$ cat src/rtl/serial_subtractor_pkg.sv
// Shared definitions for the bit-serial subtractor: state encodings, default
// width and the signed-overflow rule applied to the finished result.
package serial_subtractor_pkg;

  localparam int DEFAULT_WIDTH = 8;

  localparam logic [1:0] ST_IDLE = 2'd0;
  localparam logic [1:0] ST_RUN  = 2'd1;
  localparam logic [1:0] ST_DONE = 2'd2;

  // Two's-complement overflow of a - b: operand signs differ and the
  // result sign disagrees with the minuend.
  function automatic logic sub_overflow(input logic a_msb, input logic b_msb,
                                        input logic d_msb);
    return (a_msb != b_msb) && (d_msb != a_msb);
  endfunction

endpackage

$ cat src/rtl/serial_subtractor_full_subtractor.sv
// Combinational 1-bit full-subtractor cell: d = x - y - bi with borrow out bo.
module full_subtractor (
  output logic d,
  output logic bo,
  input  logic x,
  input  logic y,
  input  logic bi
);

  assign d  = x ^ y ^ bi;
  assign bo = (~x & y) | (~(x ^ y) & bi);

endmodule

$ cat src/rtl/serial_subtractor.sv
// Bit-serial WIDTH-bit subtractor, LSB first, one bit per clock through a
// single full-subtractor cell, with valid/ready operand and result handshakes.
module serial_subtractor
  import serial_subtractor_pkg::*;
#(
  parameter int WIDTH = DEFAULT_WIDTH
) (
  input  logic             clk,
  input  logic             rst_n,
  input  logic             start_valid,
  output logic             start_ready,
  input  logic [WIDTH-1:0] a,
  input  logic [WIDTH-1:0] b,
  input  logic             bin,
  output logic             res_valid,
  input  logic             res_ready,
  output logic [WIDTH-1:0] diff,
  output logic             bout,
  output logic             ovf
);

  localparam int CNT_W = $clog2(WIDTH);
  localparam logic [CNT_W-1:0] CNT_LAST = CNT_W'(WIDTH - 1);
  localparam logic [CNT_W-1:0] CNT_ONE  = CNT_W'(1);

  logic [1:0]       state_r;
  logic [CNT_W-1:0] cnt_r;
  logic [WIDTH-1:0] a_sh_r;
  logic [WIDTH-1:0] b_sh_r;
  logic             br_r;
  logic             a_msb_r;
  logic             b_msb_r;
  logic [WIDTH-1:0] diff_r;
  logic             bout_r;
  logic             ovf_r;
  logic             start_ready_r;
  logic             res_valid_r;
  logic             d_s;
  logic             bo_s;

  full_subtractor u_cell (
    .d  (d_s),
    .bo (bo_s),
    .x  (a_sh_r[0]),
    .y  (b_sh_r[0]),
    .bi (br_r)
  );

  // Handshake FSM plus serial datapath; operands are sampled only on the accept edge.
  always_ff @(posedge clk or negedge rst_n) begin
    if (!rst_n) begin
      state_r       <= ST_IDLE;
      cnt_r         <= '0;
      a_sh_r        <= '0;
      b_sh_r        <= '0;
      br_r          <= 1'b0;
      a_msb_r       <= 1'b0;
      b_msb_r       <= 1'b0;
      diff_r        <= '0;
      bout_r        <= 1'b0;
      ovf_r         <= 1'b0;
      start_ready_r <= 1'b1;
      res_valid_r   <= 1'b0;
    end else begin
      case (state_r)
        ST_IDLE: begin
          if (start_valid) begin
            a_sh_r        <= a;
            b_sh_r        <= b;
            br_r          <= bin;
            a_msb_r       <= a[WIDTH-1];
            b_msb_r       <= b[WIDTH-1];
            cnt_r         <= '0;
            start_ready_r <= 1'b0;
            state_r       <= ST_RUN;
          end else begin
            start_ready_r <= 1'b1;
          end
        end
        ST_RUN: begin
          a_sh_r <= {1'b0, a_sh_r[WIDTH-1:1]};
          b_sh_r <= {1'b0, b_sh_r[WIDTH-1:1]};
          diff_r <= {d_s, diff_r[WIDTH-1:1]};
          br_r   <= bo_s;
          cnt_r  <= cnt_r + CNT_ONE;
          // The bit computed on this edge is the result MSB.
          if (cnt_r == CNT_LAST) begin
            bout_r      <= bo_s;
            ovf_r       <= sub_overflow(a_msb_r, b_msb_r, d_s);
            res_valid_r <= 1'b1;
            state_r     <= ST_DONE;
          end
        end
        ST_DONE: begin
          if (res_ready) begin
            res_valid_r   <= 1'b0;
            start_ready_r <= 1'b1;
            state_r       <= ST_IDLE;
          end
        end
        default: begin
          res_valid_r   <= 1'b0;
          start_ready_r <= 1'b1;
          state_r       <= ST_IDLE;
        end
      endcase
    end
  end

  assign start_ready = start_ready_r;
  assign res_valid   = res_valid_r;
  assign diff        = diff_r;
  assign bout        = bout_r;
  assign ovf         = ovf_r;

endmodule

$ cat config.mk
export PLATFORM = sky130hd
export DESIGN_NAME = serial_subtractor
export DESIGN_NICKNAME = d
export VERILOG_FILES = /design/src/rtl/serial_subtractor_pkg.sv /design/src/rtl/serial_subtractor_full_subtractor.sv /design/src/rtl/serial_subtractor.sv
export SDC_FILE = /design/constraint.sdc
export NUM_CORES = 1
export LEC_CHECK = 0
export ABC_AREA = 0
export BUFFER_PORTS_ARGS = -buffer_cell sky130_fd_sc_hd__buf_2
export CORE_ASPECT_RATIO = 1.4
export CORE_MARGIN = 4
export CORE_UTILIZATION = 52
export DETAILED_ROUTE_END_ITERATION = 12
export PLACE_DENSITY = 0.76
export SLEW_MARGIN = 10
export SYNTH_ARGS = -nofsm -noshare
export SYNTH_HDL_FRONTEND = slang
export SYNTH_SLANG_ARGS = --single-unit
$ cat constraint.sdc
create_clock -name clk -period 2.15 [get_ports clk]
set_input_delay 0.215 -clock clk [delete_from_list [all_inputs] [get_ports clk]]
set_output_delay 0.215 -clock clk [all_outputs]
set_load 0.005 [all_outputs]
==> results.md <==
* Synth Flop Type: dfrtp_1
* Yosys warnings at 0
* Syn-to-layout area delta at 14.39%
* Crit share post-route at 67.76%
* Worst VDD drop at 0.0007006 V
* Synth cell count leaders: dfrtp_1 (35), nand2_1 (34), o21ai_0 (20), a21oi_1 (13), a22oi_1 (13)
* # IOs at 33
* Leakage at 0.9350 nW
* Asr flop ratio synth at 100.0%
* MaxCap Viol Count at 0
* Root Buffer: clkbuf_8
* Max-slew violations at 0
* Gpl congestion at 0.7641
* Fillers at 279
* Fmax at 0.6864 GHz
* Worst R2R Path Depth at 3
* Starting Density at 54.01%
* Min Tclk post-route at 1457 ps
* Max clock buf depth at 2
* RSZ-0062 raised after global routing: false
* Grt ovf at 0
* Mapped Area at 1687 sq um
* Met3 wire len at 220 um
* Die width at 56.13 um
* Type of the most critical hold path: input pin to asynchronous set/reset pin
* Vias per inst at 5.592
* First-pass DRT Iterations at 4
* Final setup viols at 0
* PD cells at 1361 nW/um^2
* DIE AREA at 4231 sq um
* Yosys top cell by area: dfrtp_1
* Crit. End Element: flop
* Share of post-route cells with drive strength above 1 at 24.62%
* Cells after synthesis at 166
* EDFF count, synth at 0
* Dpl hpwl at 2.527 mm
* Final WL at 3.623 mm
* Top cells by area, synth: dfrtp_1 (52%), nand2_1 (7.6%), o21ai_0 (5.9%)
* CTS sink cnt at 36
* R2R setup slack at 690 ps
* Post-synth cell types at 27
* Dpl ws at 730.5 ps
* Top sig layer: met4
* Postcts setup bufs at 0
* CTS tree: done
* Initial antenna violation count at 0
* FF+latch area at 902.1 sq um
* Seq/Total Area, Yosys at 53.49%
* H-tree Lvls at 2
* Core area at 3123 sq um
* PnR worst setup slack at 693.2 ps
* Synth Net Count at 190
* First-pass GRT wire length at 6.189 mm
* Slew Limit Headroom at 47.88%
* Largest net degree at the start of global routing at 37
* Vias in the first global route at 1353
* Later-pin clock latency in the skew report at 290 ps
* Via count at 1331
* M1 wire length at 1.500 mm
* Met2 wire length at 1.811 mm
* Area of the multi-input gates at 699.4 sq um
* Status: finished, final reports clean
* Arrival @ worst endpoint at 1610 ps
* DR DRC count at 0
* Gr usage total at 19.02%
* Number of routed nets with antenna violations at 0
* Seq cells post-synth at 36
* Worst Max-Slew Pin Slew at 781.8 ps
* # resized after CTS at 0
* Cell Rows at 24
* Final net count at 223
* Crit path max fanout at 11
* Setup TNS at 0 ps
* Hold Violations, Final at 0
* CTS Buf Count at 5
* CTS clk-pin slew, worst paths at 70 ps
* Syn Area/Cell at 10.16 sq um
* Crit path required time at 2310 ps
* Leading cell type by number of instances after synthesis: dfrtp_1
* Wire per inst at 15.22 um
* Hold Buf Count CTS at 0
* ANT cells at 0
* Clk_skew at 6.039 ps
* Die height at 75.39 um
* Area share of the largest cell type after synthesis at 51.93%
* CP startpoint kind: flop
* Port Buf Inserts at 32
* WS Path Type: flop to flop
* DR iter-0 viols at 54
registers in the layout, summed over array words and instances (netlist names):
register     flops
diff             8
a_msb_r          1
br_r             1
b_msb_r          1
cnt_r            3
bout             1
a_sh_r           8
b_sh_r           8
state_r          2
start_ready      1
ovf              1
res_valid        1
layout by cell type, fill, tap and decap left out, types with 2 or more instances in the layout:
cell,instances
dfrtp_1,35
nand2_1,34
buf_2,32
o21ai_0,20
a21oi_1,13
a22oi_1,13
nor2b_1,11
clkbuf_8,5
buf_4,4
inv_1,3
a2bb2oi_1,3
nor2_1,3
a22o_1,3
nor2b_4,2
o21ai_1,2
nand2b_1,2
mux2_4,2
ha_1,2
stage by stage:
step / instance area [sq um] / hold slack (ps) / total power [W] / utilization (%) / cells
finish: 1929 / 1.856 / 0.002625 / 61.78 / 238
global route: 1929 / 59.53 / 0.002853 / 61.78 / 238
CTS: 1929 / 22.75 / 0.002653 / 61.78 / 238
detailed placement: 1852 / 340.0 / 0.002193 / 59.29 / 231
global placement: 1852 / 321.8 / 0.002122 / 59.29 / 231
floorplan: 1687 / -80.59 / 0.001915 / - / 166
cells by family (layout without fill, tap and decap cells):
logic type	count (synthesis)	count (layout)	synth area share (%)
buf+inv	13	46	5.044
fa+ha+maj	3	3	2.670
simple gates	56	56	16.62
flops	36	36	53.49
mux	2	2	1.780
compound gates	56	56	20.40
layout make-up:
type	instances	area share (%)
Clock buffer	6	3.761
Clock inverter	1	0.2594
Inverter	3	0.5837
Multi-Input combinational cell	117	36.25
Sequential cell	36	46.76
Tap cell	39	2.529
Timing Repair Buffer	36	9.857
path summary, 6_finish.rpt:
kind,startpoint,endpoint
worst max-delay path,state_r[1]$_DFFE_PN0P_,br_r$_DFFE_PN0P_
worst min-delay path,rst_n,diff[7]$_DFFE_PN0P_
worst max register to register,state_r[1]$_DFFE_PN0P_,br_r$_DFFE_PN0P_
worst min register to register,diff[0]$_DFFE_PN0P_,diff[0]$_DFFE_PN0P_
max in group asynchronous,rst_n,cnt_r[2]$_DFFE_PN0P_
min in group clk,a[7],a_msb_r$_DFFE_PN0P_
routing by layer:
layer	up-vias	global-route usage, %
li1	636	-
met1	639	22.19
met2	46	31.47
met3	10	6.271
met4	0	10.29
met5	-	0
critical path, stage by stage, from the launching register on:
cell and delay, ps:
dfrtp_1 600, nand2b_1 440, a2bb2oi_1 180, o21ai_0 100
report_power, final:
| group | internal [W] | switching, W |
|---|---|---|
| Combinational | 0.000462 | 0.000519 |
| Sequential | 0.000972 | 0.000226 |
| Clock | 0.000220 | 0.000226 |
(Power assumes the default switching activity.)
